`src/rtl/box_color_pkg.sv`:
```
// Shared definitions for the box-colour render path: widths, fade limits,
// the 32-entry palette and small arithmetic helpers used by the renderer.
package box_color_pkg;

    localparam int COLOR_IDX_W = 5;
    localparam int RGB_W       = 12;
    localparam int COORD_W     = 10;
    localparam int LVL_W       = 4;

    localparam logic [LVL_W-1:0] FADE_MAX = 4'd15;

    // Contents of the first pipeline stage.
    typedef struct packed {
        logic                   valid;
        logic                   hit;
        logic [COLOR_IDX_W-1:0] idx;
        logic [LVL_W-1:0]       lvl;
        logic [RGB_W-1:0]       rgb;
    } stage1_t;

    // Palette contents; index 0 is the hidden/black entry.
    function automatic logic [RGB_W-1:0] palette_color(input logic [COLOR_IDX_W-1:0] idx);
        logic [RGB_W-1:0] c;
        case (idx)
            5'd0:    c = 12'h000;
            5'd1:    c = 12'hF00;
            5'd2:    c = 12'h0F0;
            5'd3:    c = 12'h00F;
            5'd4:    c = 12'hFF0;
            5'd5:    c = 12'h0FF;
            5'd6:    c = 12'hF0F;
            5'd7:    c = 12'hFFF;
            5'd8:    c = 12'h888;
            5'd9:    c = 12'h800;
            5'd10:   c = 12'h080;
            5'd11:   c = 12'h008;
            5'd12:   c = 12'h880;
            5'd13:   c = 12'h088;
            5'd14:   c = 12'h808;
            5'd15:   c = 12'hF80;
            5'd16:   c = 12'hF08;
            5'd17:   c = 12'h8F0;
            5'd18:   c = 12'h0F8;
            5'd19:   c = 12'h80F;
            5'd20:   c = 12'h08F;
            5'd21:   c = 12'hFA5;
            5'd22:   c = 12'h5AF;
            5'd23:   c = 12'hA5F;
            5'd24:   c = 12'h444;
            5'd25:   c = 12'hCCC;
            5'd26:   c = 12'h963;
            5'd27:   c = 12'h369;
            5'd28:   c = 12'h693;
            5'd29:   c = 12'hF66;
            5'd30:   c = 12'h6F6;
            5'd31:   c = 12'h66F;
            default: c = 12'h000;
        endcase
        return c;
    endfunction

    // Saturating fade increment; never wraps past FADE_MAX.
    function automatic logic [LVL_W-1:0] fade_next(input logic [LVL_W-1:0] lvl,
                                                    input logic [LVL_W:0]   step);
        logic [LVL_W:0] sum;
        logic [LVL_W-1:0] res;
        sum = {1'b0, lvl} + step;
        if (sum > {1'b0, FADE_MAX}) begin
            res = FADE_MAX;
        end else begin
            res = sum[LVL_W-1:0];
        end
        return res;
    endfunction

    // Inclusive rectangle test, done in 11 bits so right/bottom edges near 1023 do not wrap.
    function automatic logic box_hit(input logic [COORD_W-1:0] px,
                                     input logic [COORD_W-1:0] py,
                                     input logic [COORD_W-1:0] bx,
                                     input logic [COORD_W-1:0] by,
                                     input logic [COORD_W:0]   w_m1,
                                     input logic [COORD_W:0]   h_m1);
        logic [COORD_W:0] x_end;
        logic [COORD_W:0] y_end;
        x_end = {1'b0, bx} + w_m1;
        y_end = {1'b0, by} + h_m1;
        return ({1'b0, px} >= {1'b0, bx}) && ({1'b0, px} <= x_end) &&
               ({1'b0, py} >= {1'b0, by}) && ({1'b0, py} <= y_end);
    endfunction

    // One colour channel scaled by (lvl+1)/16: 4b x 5b product, keep bits [7:4].
    function automatic logic [3:0] scale_chan(input logic [3:0] c, input logic [LVL_W-1:0] lvl);
        logic [8:0] prod;
        prod = 9'(c) * 9'({1'b0, lvl} + 5'd1);
        return prod[7:4];
    endfunction

endpackage

```
`src/rtl/box_palette_rom.sv`:
```
// Combinational palette lookup: 5-bit colour index to 12-bit RGB.
module box_palette_rom
    import box_color_pkg::*;
(
    input  logic [COLOR_IDX_W-1:0] idx,
    output logic [RGB_W-1:0]       rgb
);

    // Pure table lookup, no state.
    always_comb begin
        rgb = palette_color(idx);
    end

endmodule

```
`src/rtl/box_color_render.sv`:
```
// Renders two coloured boxes into the VGA pixel stream. Box indices and
// positions are latched once per frame; each box fades in after an index
// change. Fixed two-cycle latency from pixel coordinate to o_rgb.
module box_color_render
    import box_color_pkg::*;
#(
    parameter int               BOX_W     = 40,
    parameter int               BOX_H     = 40,
    parameter int               FADE_STEP = 1,
    parameter logic [RGB_W-1:0] BG_RGB    = 12'h000
) (
    input  logic                   clk_machine,
    input  logic                   rst_machine,
    input  logic                   i_frame_start,
    input  logic [COLOR_IDX_W-1:0] i_color_index1,
    input  logic [COLOR_IDX_W-1:0] i_color_index2,
    input  logic [COORD_W-1:0]     i_box1_x,
    input  logic [COORD_W-1:0]     i_box1_y,
    input  logic [COORD_W-1:0]     i_box2_x,
    input  logic [COORD_W-1:0]     i_box2_y,
    input  logic                   i_pix_valid,
    input  logic [COORD_W-1:0]     i_pix_x,
    input  logic [COORD_W-1:0]     i_pix_y,
    output logic [RGB_W-1:0]       o_rgb,
    output logic                   o_rgb_valid
);

    localparam logic [COORD_W:0] BOX_W_M1  = 11'(BOX_W - 1);
    localparam logic [COORD_W:0] BOX_H_M1  = 11'(BOX_H - 1);
    localparam logic [LVL_W:0]   FADE_INC  = 5'(FADE_STEP);

    // Per-frame latched state.
    logic [COLOR_IDX_W-1:0] cur_idx1_r;
    logic [COLOR_IDX_W-1:0] cur_idx2_r;
    logic [LVL_W-1:0]       lvl1_r;
    logic [LVL_W-1:0]       lvl2_r;
    logic [COORD_W-1:0]     box1_x_r;
    logic [COORD_W-1:0]     box1_y_r;
    logic [COORD_W-1:0]     box2_x_r;
    logic [COORD_W-1:0]     box2_y_r;

    // Stage-1 selection signals.
    logic                   hit1_s;
    logic                   hit2_s;
    logic                   sel_hit_s;
    logic [COLOR_IDX_W-1:0] sel_idx_s;
    logic [LVL_W-1:0]       sel_lvl_s;
    logic [RGB_W-1:0]       rom_rgb_s;
    stage1_t                s1_r;

    // Stage-2 result.
    logic [RGB_W-1:0]       out_rgb_s;

    // Frame latch: positions always captured; index change restarts the fade, else fade saturates upward.
    always_ff @(posedge clk_machine or posedge rst_machine) begin
        if (rst_machine) begin
            cur_idx1_r <= 5'd0;
            cur_idx2_r <= 5'd0;
            lvl1_r     <= FADE_MAX;
            lvl2_r     <= FADE_MAX;
            box1_x_r   <= 10'd0;
            box1_y_r   <= 10'd0;
            box2_x_r   <= 10'd0;
            box2_y_r   <= 10'd0;
        end else if (i_frame_start) begin
            box1_x_r <= i_box1_x;
            box1_y_r <= i_box1_y;
            box2_x_r <= i_box2_x;
            box2_y_r <= i_box2_y;
            if (i_color_index1 != cur_idx1_r) begin
                cur_idx1_r <= i_color_index1;
                lvl1_r     <= 4'd0;
            end else begin
                lvl1_r     <= fade_next(lvl1_r, FADE_INC);
            end
            if (i_color_index2 != cur_idx2_r) begin
                cur_idx2_r <= i_color_index2;
                lvl2_r     <= 4'd0;
            end else begin
                lvl2_r     <= fade_next(lvl2_r, FADE_INC);
            end
        end else begin
            cur_idx1_r <= cur_idx1_r;
            cur_idx2_r <= cur_idx2_r;
            lvl1_r     <= lvl1_r;
            lvl2_r     <= lvl2_r;
            box1_x_r   <= box1_x_r;
            box1_y_r   <= box1_y_r;
            box2_x_r   <= box2_x_r;
            box2_y_r   <= box2_y_r;
        end
    end

    // Hit test against the latched boxes; a box with index 0 is hidden.
    always_comb begin
        hit1_s = (cur_idx1_r != 5'd0) &&
                 box_hit(i_pix_x, i_pix_y, box1_x_r, box1_y_r, BOX_W_M1, BOX_H_M1);
        hit2_s = (cur_idx2_r != 5'd0) &&
                 box_hit(i_pix_x, i_pix_y, box2_x_r, box2_y_r, BOX_W_M1, BOX_H_M1);
    end

    // Box 2 drawn on top when both boxes cover the pixel.
    always_comb begin
        sel_hit_s = 1'b0;
        sel_idx_s = 5'd0;
        sel_lvl_s = 4'd0;
        if (hit2_s) begin
            sel_hit_s = 1'b1;
            sel_idx_s = cur_idx2_r;
            sel_lvl_s = lvl2_r;
        end else if (hit1_s) begin
            sel_hit_s = 1'b1;
            sel_idx_s = cur_idx1_r;
            sel_lvl_s = lvl1_r;
        end else begin
            sel_hit_s = 1'b0;
            sel_idx_s = 5'd0;
            sel_lvl_s = 4'd0;
        end
    end

    box_palette_rom u_palette (
        .idx (sel_idx_s),
        .rgb (rom_rgb_s)
    );

    // Stage 1: register the hit decision, selected fade level and palette colour.
    always_ff @(posedge clk_machine or posedge rst_machine) begin
        if (rst_machine) begin
            s1_r <= '0;
        end else begin
            s1_r.valid <= i_pix_valid;
            s1_r.hit   <= sel_hit_s;
            s1_r.idx   <= sel_idx_s;
            s1_r.lvl   <= sel_lvl_s;
            s1_r.rgb   <= rom_rgb_s;
        end
    end

    // Stage 2 combinational: fade scaling, background fill, blanking of invalid slots.
    always_comb begin
        out_rgb_s = 12'h000;
        if (!s1_r.valid) begin
            out_rgb_s = 12'h000;
        end else if (s1_r.hit && (s1_r.idx != 5'd0)) begin
            out_rgb_s = {scale_chan(s1_r.rgb[11:8], s1_r.lvl),
                         scale_chan(s1_r.rgb[7:4],  s1_r.lvl),
                         scale_chan(s1_r.rgb[3:0],  s1_r.lvl)};
        end else begin
            out_rgb_s = BG_RGB;
        end
    end

    // Stage 2 output register.
    always_ff @(posedge clk_machine or posedge rst_machine) begin
        if (rst_machine) begin
            o_rgb       <= 12'h000;
            o_rgb_valid <= 1'b0;
        end else begin
            o_rgb       <= out_rgb_s;
            o_rgb_valid <= s1_r.valid;
        end
    end

endmodule
```
`config.mk`:
```
export PLATFORM = sky130hd
export DESIGN_NAME = box_color_render
export DESIGN_NICKNAME = d
export VERILOG_FILES = /design/src/rtl/box_color_pkg.sv /design/src/rtl/box_palette_rom.sv /design/src/rtl/box_color_render.sv
export SDC_FILE = /design/constraint.sdc
export NUM_CORES = 1
export LEC_CHECK = 0
export CAP_MARGIN = 20
export CORE_MARGIN = 2
export CORE_UTILIZATION = 59
export CTS_CLUSTER_DIAMETER = 150
export DETAILED_ROUTE_END_ITERATION = 8
export DONT_BUFFER_PORTS = 1
export PLACE_DENSITY = 0.79
export RECOVER_POWER = 50
export SYNTH_ARGS = -nofsm -noshare
export SYNTH_HDL_FRONTEND = slang
export SYNTH_SLANG_ARGS = --single-unit
export TNS_END_PERCENT = 5
```
`constraint.sdc`:
```
create_clock -name clk_machine -period 4.34 [get_ports clk_machine]
set_input_delay 0.434 -clock clk_machine [delete_from_list [all_inputs] [get_ports clk_machine]]
set_output_delay 0.434 -clock clk_machine [all_outputs]
set_load 0.01 [all_outputs]
```
; Word-level counts from Yosys, hierarchy flattened
; Memory sizes are Yosys's and may differ from the RTL's. A register that Yosys moved wholly into a read port is not among the register bits.
; Index checks and enable logic that the tools add are counted.
[word_totals]
latchBits = 0
word_cells = 63
mem_count = 1
ramBits = 0
mem_bits_ro = 384
output_inout_bits = 13
regBits = 82
[classes]
eq_ne = 2
reduce_logical = 14
magnitude_cmp = 10
mul = 3
n_div = 0
muxes = 12
addsub = 7
shifts = 0
n_bitwise = 0
[mem_list]
columns = name, words, word_bits, read_ports, rd_ports_with_merged_regs, write_ports, line_no
row1 = (no name shown), 32, 12, 1, 1, 0, box_color_pkg.sv:24  ; case (idx)
[op_table]
columns = operator, n
row1 = "adder 10 x 6 -> 11 bit, second input constant", 4
row2 = less-or-equal comparator 10 x 11 -> 1 bit, 4
row3 = greater-or-equal comparator 10 bit, 4
row4 = two-way mux 12 bit, 2
row5 = two-way mux 4 bit, 6
row6 = multiplier 4 x 9 -> 8 bit, 2
row7 = "adder 4 x 1 -> 5 bit, second input constant", 3
row8 = nonzero test 5 bit, 3
row9 = "> comparator 5 x 4 -> 1 bit, second input constant", 2
row10 = two-way mux 5 bit, 2
row11 = != test 5 bit, 2
row12 = logical AND 1 bit, 9
row13 = multiplier 4 x 5 -> 8 bit, 1
row14 = AND reduction 2 bit, 2
row15 = two-way mux 1 bit, 2

; Longest topological paths before layout
[logic_depth]
word_depth = 8
mapped_depth = 21
depth_no_buf = 19

; By module
; Synthesis repeated with hierarchy kept, for this count alone.
[hier_totals]
cells_unflattened = 867
hier_area_um2 = 7855.0
[by_module_without_submodules]
columns = module, n_inst, area_each_um2, cells_per_inst
row1 = box_color_render, 1, 7253.2, 783
row2 = box_palette_rom, 1, 601.8, 84

; Worst setup path after synthesis
; OpenSTA, ideal clock, no wires.
[synth_timing]
path_kind = flip-flop to flip-flop
start = reg box1_y_r[0]
end = reg s1_r[11] (netlist name)
arrival_time_ns = 4.194
setup_time_ns = 0.141
setup_slack_ns = 0.005
required_ns = 4.199
stages_incl_launch_ff = 20
cell_sequence = dfrtp_1 -> inv_1 -> ha_1 -> nand2b_1 -> a31oi_1 -> nor3_1 -> xnor2_1 -> ha_1 -> nand4_1 -> or2_2 -> o221a_2 -> o21ai_0 -> nand4b_1 -> clkbuf_1 -> o31ai_1 -> inv_1 -> ha_1 -> or4_1 -> o31ai_1 -> a211oi_1
[synth_via]
elab_chain_len = 6
word_cells_on_any_way = 8
classes_between = add/sub (1) / order compare (2) / mux (2) / reduce/logical (3)
[synth_lines]
columns = item, line_no
row1 = "start, declared", box_color_render.sv:38  ; logic [COORD_W-1:0] box1_y_r;
row2 = "start signal, assigned", box_color_render.sv:67  ; box1_y_r <= i_box1_y;
row3 = "start signal, assigned", box_color_render.sv:88  ; box1_y_r <= box1_y_r;
row4 = adder 10 x 6 -> 11 bit or greater-or-equal comparator 10 bit (tied branches), "box_color_pkg.sv:86, box_color_pkg.sv:88"
row5 = less-or-equal comparator 10 x 11 -> 1 bit or logical AND 1 bit (tied branches), "box_color_pkg.sv:88, box_color_pkg.sv:87"
row6 = logical AND 1 bit (*), box_color_pkg.sv:88  ; ({1'b0, py} >= {1'b0, by}) && ({1'b0, py} <= y_end);
row7 = logical AND 1 bit (*), box_color_render.sv:96  ; hit1_s = (cur_idx1_r != 5'd0) &&
row8 = two-way mux 5 bit (*), box_color_render.sv:111  ; end else if (hit1_s) begin
row9 = two-way mux 5 bit (*), box_color_render.sv:107  ; if (hit2_s) begin
; Every way passes the cells marked *; elsewhere a longest branch is shown, timed or not.
; A chain may end at the register's enable or synchronous reset.

; Worst setup path in the final report
[layout_timing]
start = reg box2_y_r[3]
end = reg s1_r[7] (netlist name)
[layout_via]
elab_chain_len = 5
word_cells_on_any_way = 7
classes_between = add/sub (1) / order compare (2) / mux (1) / reduce/logical (3)
[layout_lines]
columns = item, line_no
row1 = "start, declared", box_color_render.sv:40  ; logic [COORD_W-1:0] box2_y_r;
row2 = "start signal, assigned", box_color_render.sv:69  ; box2_y_r <= i_box2_y;
row3 = "start signal, assigned", box_color_render.sv:90  ; box2_y_r <= box2_y_r;
row4 = adder 10 x 6 -> 11 bit or greater-or-equal comparator 10 bit (tied branches), "box_color_pkg.sv:86, box_color_pkg.sv:88"
row5 = less-or-equal comparator 10 x 11 -> 1 bit or logical AND 1 bit (tied branches), "box_color_pkg.sv:88, box_color_pkg.sv:87"
row6 = logical AND 1 bit (*), box_color_pkg.sv:88
row7 = logical AND 1 bit (*), box_color_render.sv:98  ; hit2_s = (cur_idx2_r != 5'd0) &&
row8 = two-way mux 5 bit (*), box_color_render.sv:107
row9 = via sel_idx_s[3], box_color_render.sv:46  ; logic [COLOR_IDX_W-1:0] sel_idx_s;
; The timed path passes the listed nets; every way through them passes the cells marked *.

==> summary.txt <==
Power and ir drop
  • Pwr Density: 308 nW/um^2
  • Sequential power share: 0.397
  • Gate power share: 0.276
  • Sw frac: 0.314
  • Tot Pwr: 2.61 mW
  • P_sw: 0.821 mW
  • Clock share of power: 0.327
  • VDD IR max: 269 uV
  • P_leak: 4.07 nW
  • Pint: 1.79 mW

Routing
  • Via count: 6093
  • Iteration-0 DRC Markers: 293
  • Average wire per standard cell: 16.1 um
  • DRT Wirelength: 16.9 mm
  • DR vias/cell: 5.81
  • 1st-pass router iterations: 5
  • # DRC: 0
  • DRT antenna net count: 0

Finish
  • Post-Layout Cell Count: 1049
  • Multi-input gate area: 5060 um^2
  • Layout cell share with drive strength beyond 1: 0.0992
  • Nets: 1085
  • P&R area growth vs syn: 8.96%
  • Antenna fix cells: 0
  • Register area: 2360 um^2
  • FILL cells: 1013

STA
  • Clock skew: 0.00521 ns
  • Final TNS setup: 0 ns
  • Max Slew Vio Count: 70
  • Minimum clock period: 4.18 ns
  • Fmax: 239 MHz
  • Min setup slack post-route: 0.156 ns
  • Slew Limit Headroom: -0.990
  • Worst slew pin tran: 2.97 ns
  • Final Hold Fails: 0
  • Fin crit share: 0.964
  • # setup viols final: 0

Synth
  • Syn. warnings: 0
  • Post-Syn Nets: 1073
  • Yosys cell types: 69
  • Main synth FF type: dfrtp_1
  • Post-Syn Instances: 860
  • Async S/R FF share, synth: 1.00
  • Flops & latches, synth: 94
  • Seq/Total Area, Yosys: 0.303
  • EDFF count, synth: 0
  • Post-Syn Area: 7790 um^2
  • Mean Syn Cell Area: 9.06 um^2

CTS
  • CTS Sinks: 94
  • Htree depth: 3
  • Clock Latency Late Sink: 0.35 ns
  • Clock Path Buffers: 2
  • Cts-stage hold buffer count: 0
  • CTS Root Cell: clkbuf_16
  • Register clock-pin slew on the reported worst setup and hold paths: 0.07 ns
  • Num CTS Buffers: 9
  • TritonCTS clock tree: built

Floorplanning
  • Die Ht: 119 um
  • Core area: 12800 um^2
  • I/O pin cnt: 87
  • Die area: 14100 um^2
  • Starting Density: 0.610
  • Num rows: 41
  • Die W: 119 um

Global routing
  • Vias in the first global route: 5961
  • Tot GR Track Use: 0.249
  • First-pass GRT wire length: 28.5 mm
  • Grt total ovfl: 0
  • Initial antenna violation count: 0
  • Largest net degree at the start of global routing: 112

Worst setup path
  • Crit path launch: box2_y_r[3]$_DFFE_PP0P_
  • Setup CP Type: register to register
  • Startpoint Class: register
  • Worst R2R Start: box2_y_r[3]$_DFFE_PP0P_
  • Crit. End Element: register
  • Worst path arrival time: 4.42 ns
  • WP data required: 4.57 ns
  • Critical path fanouts, max: 10

Flow run
  • Max-cap check violation count: 1

Worst hold path
  • HP Start: i_pix_valid
  • Hold Path Class: input port to register

Run status
  • Failing checks: max-capacitance violations, max-slew violations
  • Outcome: finished with violations

Placed design
  • Gpl congestion: 0.912
  • Inst Count DP: 1030
  • Hpwl dp: 13.0 mm
  • Pre-CTS WS: 0.0166 ns
  • Buffers on Ports: 0
power by group through the flow:
| stage | logic, mW | registers (mW) | clock network (mW) |
|---|---|---|---|
| after detailed placement | 0.692 | 1.05 | 0 |
| after floorplan | 0.544 | 1.02 | 0 |
| after global placement | 0.673 | 1.05 | 0 |
| after global routing | 0.819 | 1.05 | 0.902 |
| final | 0.722 | 1.04 | 0.853 |
| after CTS | 0.700 | 1.03 | 0.868 |
synthesized netlist by cell type, drive strengths merged (5+ instances only):
library cell / n / area (um^2)
inv: 89 / 334
xor2: 8 / 70.1
fa: 15 / 300
and2: 18 / 115
ha: 124 / 1550
mux2: 8 / 93.8
o21a: 7 / 52.6
nand2b: 13 / 88.8
o31a: 5 / 43.8
o211ai: 10 / 75.1
nand3b: 5 / 37.5
nor2: 11 / 41.3
nor3: 16 / 80.1
nand2: 116 / 435
a31oi: 7 / 50.1
a21oi: 34 / 170
nor2b: 12 / 75.1
dfrtp: 86 / 2150
xnor2: 48 / 420
o21ai: 67 / 335
nand4: 10 / 62.6
clkbuf: 21 / 78.8
and3: 6 / 37.5
a31o: 5 / 43.8
a211oi: 6 / 45.0
dfstp: 8 / 210
nand3: 27 / 135
or3: 8 / 50.1
a21o: 6 / 45.0
registers in the layout (all words and copies together), names as in the netlist:
register,flops
s1_r,23
box1_x_r,10
o_rgb_valid,1
lvl1_r,4
box1_y_r,10
box2_y_r,10
cur_idx1_r,5
cur_idx2_r,5
o_rgb,12
box2_x_r,10
lvl2_r,4
final cells by class:
class / instances / share of cell area
Timing Repair Buffer: 26 / 0.0230
Inverter: 89 / 0.0395
Clock inverter: 5 / 0.00988
Multi-Input combinational cell: 652 / 0.596
Tap cell: 172 / 0.0254
Clock buffer: 11 / 0.0274
Sequential cell: 94 / 0.278
cell usage in the layout (no fill, tap or decap), types with 5 or more instances in the layout:
| master | instances |
|---|---|
| nor3_1 | 14 |
| o211ai_1 | 10 |
| nand3b_1 | 5 |
| ha_1 | 122 |
| nand3_1 | 27 |
| o21a_1 | 7 |
| and2_1 | 17 |
| clkbuf_16 | 9 |
| a21o_1 | 6 |
| xor2_1 | 8 |
| and3_1 | 6 |
| dfstp_2 | 8 |
| nand4_1 | 10 |
| nand2_1 | 116 |
| buf_4 | 26 |
| or3_1 | 7 |
| xnor2_1 | 48 |
| dfrtp_1 | 86 |
| a211oi_1 | 6 |
| a31o_2 | 5 |
| nor2b_1 | 12 |
| o31a_1 | 5 |
| o21ai_0 | 66 |
| nand2b_1 | 12 |
| a21oi_1 | 34 |
| fa_1 | 15 |
| nor2_1 | 11 |
| inv_1 | 84 |
| mux2_2 | 7 |
critical path: stages (launching register included):
cell and delay (ns):
dfrtp_1 0.41, inv_1 0.11, or3_1 0.43, nand2_1 0.12
nand4_1 0.12, xnor2_1 0.15, ha_1 0.31, and3_1 0.19
or3b_2 0.46, o221ai_1 0.11, o32a_2 0.21, and2_4 0.19
buf_4 0.17, o31a_1 0.21, inv_2 0.07, mux2_4 0.29
o211a_1 0.20, a311o_1 0.32
stage by stage:
step	util	hold WS [ns]	area, um^2
2_1_floorplan	-	0.354	7790
3_3_place_gp	0.632	0.400	8070
3_5_place_dp	0.632	0.391	8070
4_1_cts	0.656	0.0943	8390
5_1_grt	0.664	0.0937	8490
6_report	0.664	0.105	8490
per-layer routing:
| layer | share of wire | up-vias | global-route usage |
|---|---|---|---|
| met2 | 0.46 | 140 | 0.399 |
| met5 | 0 | - | 0 |
| met1 | 0.47 | 2901 | 0.340 |
| met3 | 0.050 | 19 | 0.0570 |
| li1 | - | 3033 | - |
| met4 | 0.016 | 0 | 0.0670 |
cell families (layout without fill, tap and decap cells):
logic type,count (synthesis),after routing,share of synthesized area
simple gates,250,250,0.157
compound gates,197,197,0.168
fa+ha+maj,139,139,0.238
buf+inv,114,131,0.0572
flops,94,94,0.303
xor+xnor,56,56,0.0630
mux,10,10,0.0146
worst paths after layout:
path | slack [ns] | depth (start not counted) | to
max reg2reg | 0.16 | 17 | s1_r[7]$_DFF_PP0_
max in group asynchronous | 2.16 | 2 | s1_r[8]$_DFF_PP0_
min reg2reg | 0.41 | 0 | o_rgb_valid$_DFF_PP0_
max | 0.16 | 17 | s1_r[7]$_DFF_PP0_
min in group asynchronous | 0.81 | 1 | box1_y_r[1]$_DFFE_PP0P_
min | 0.10 | 0 | s1_r[22]$_DFF_PP0_
repair_timing:
action	4_1_cts	5_1_grt
resized for setup	1	18
gates cloned	0	0
setup buffers	0	3
pin swaps	0	6
setup endpoints to repair	1	10
Power figures use the tool's default switching activity.
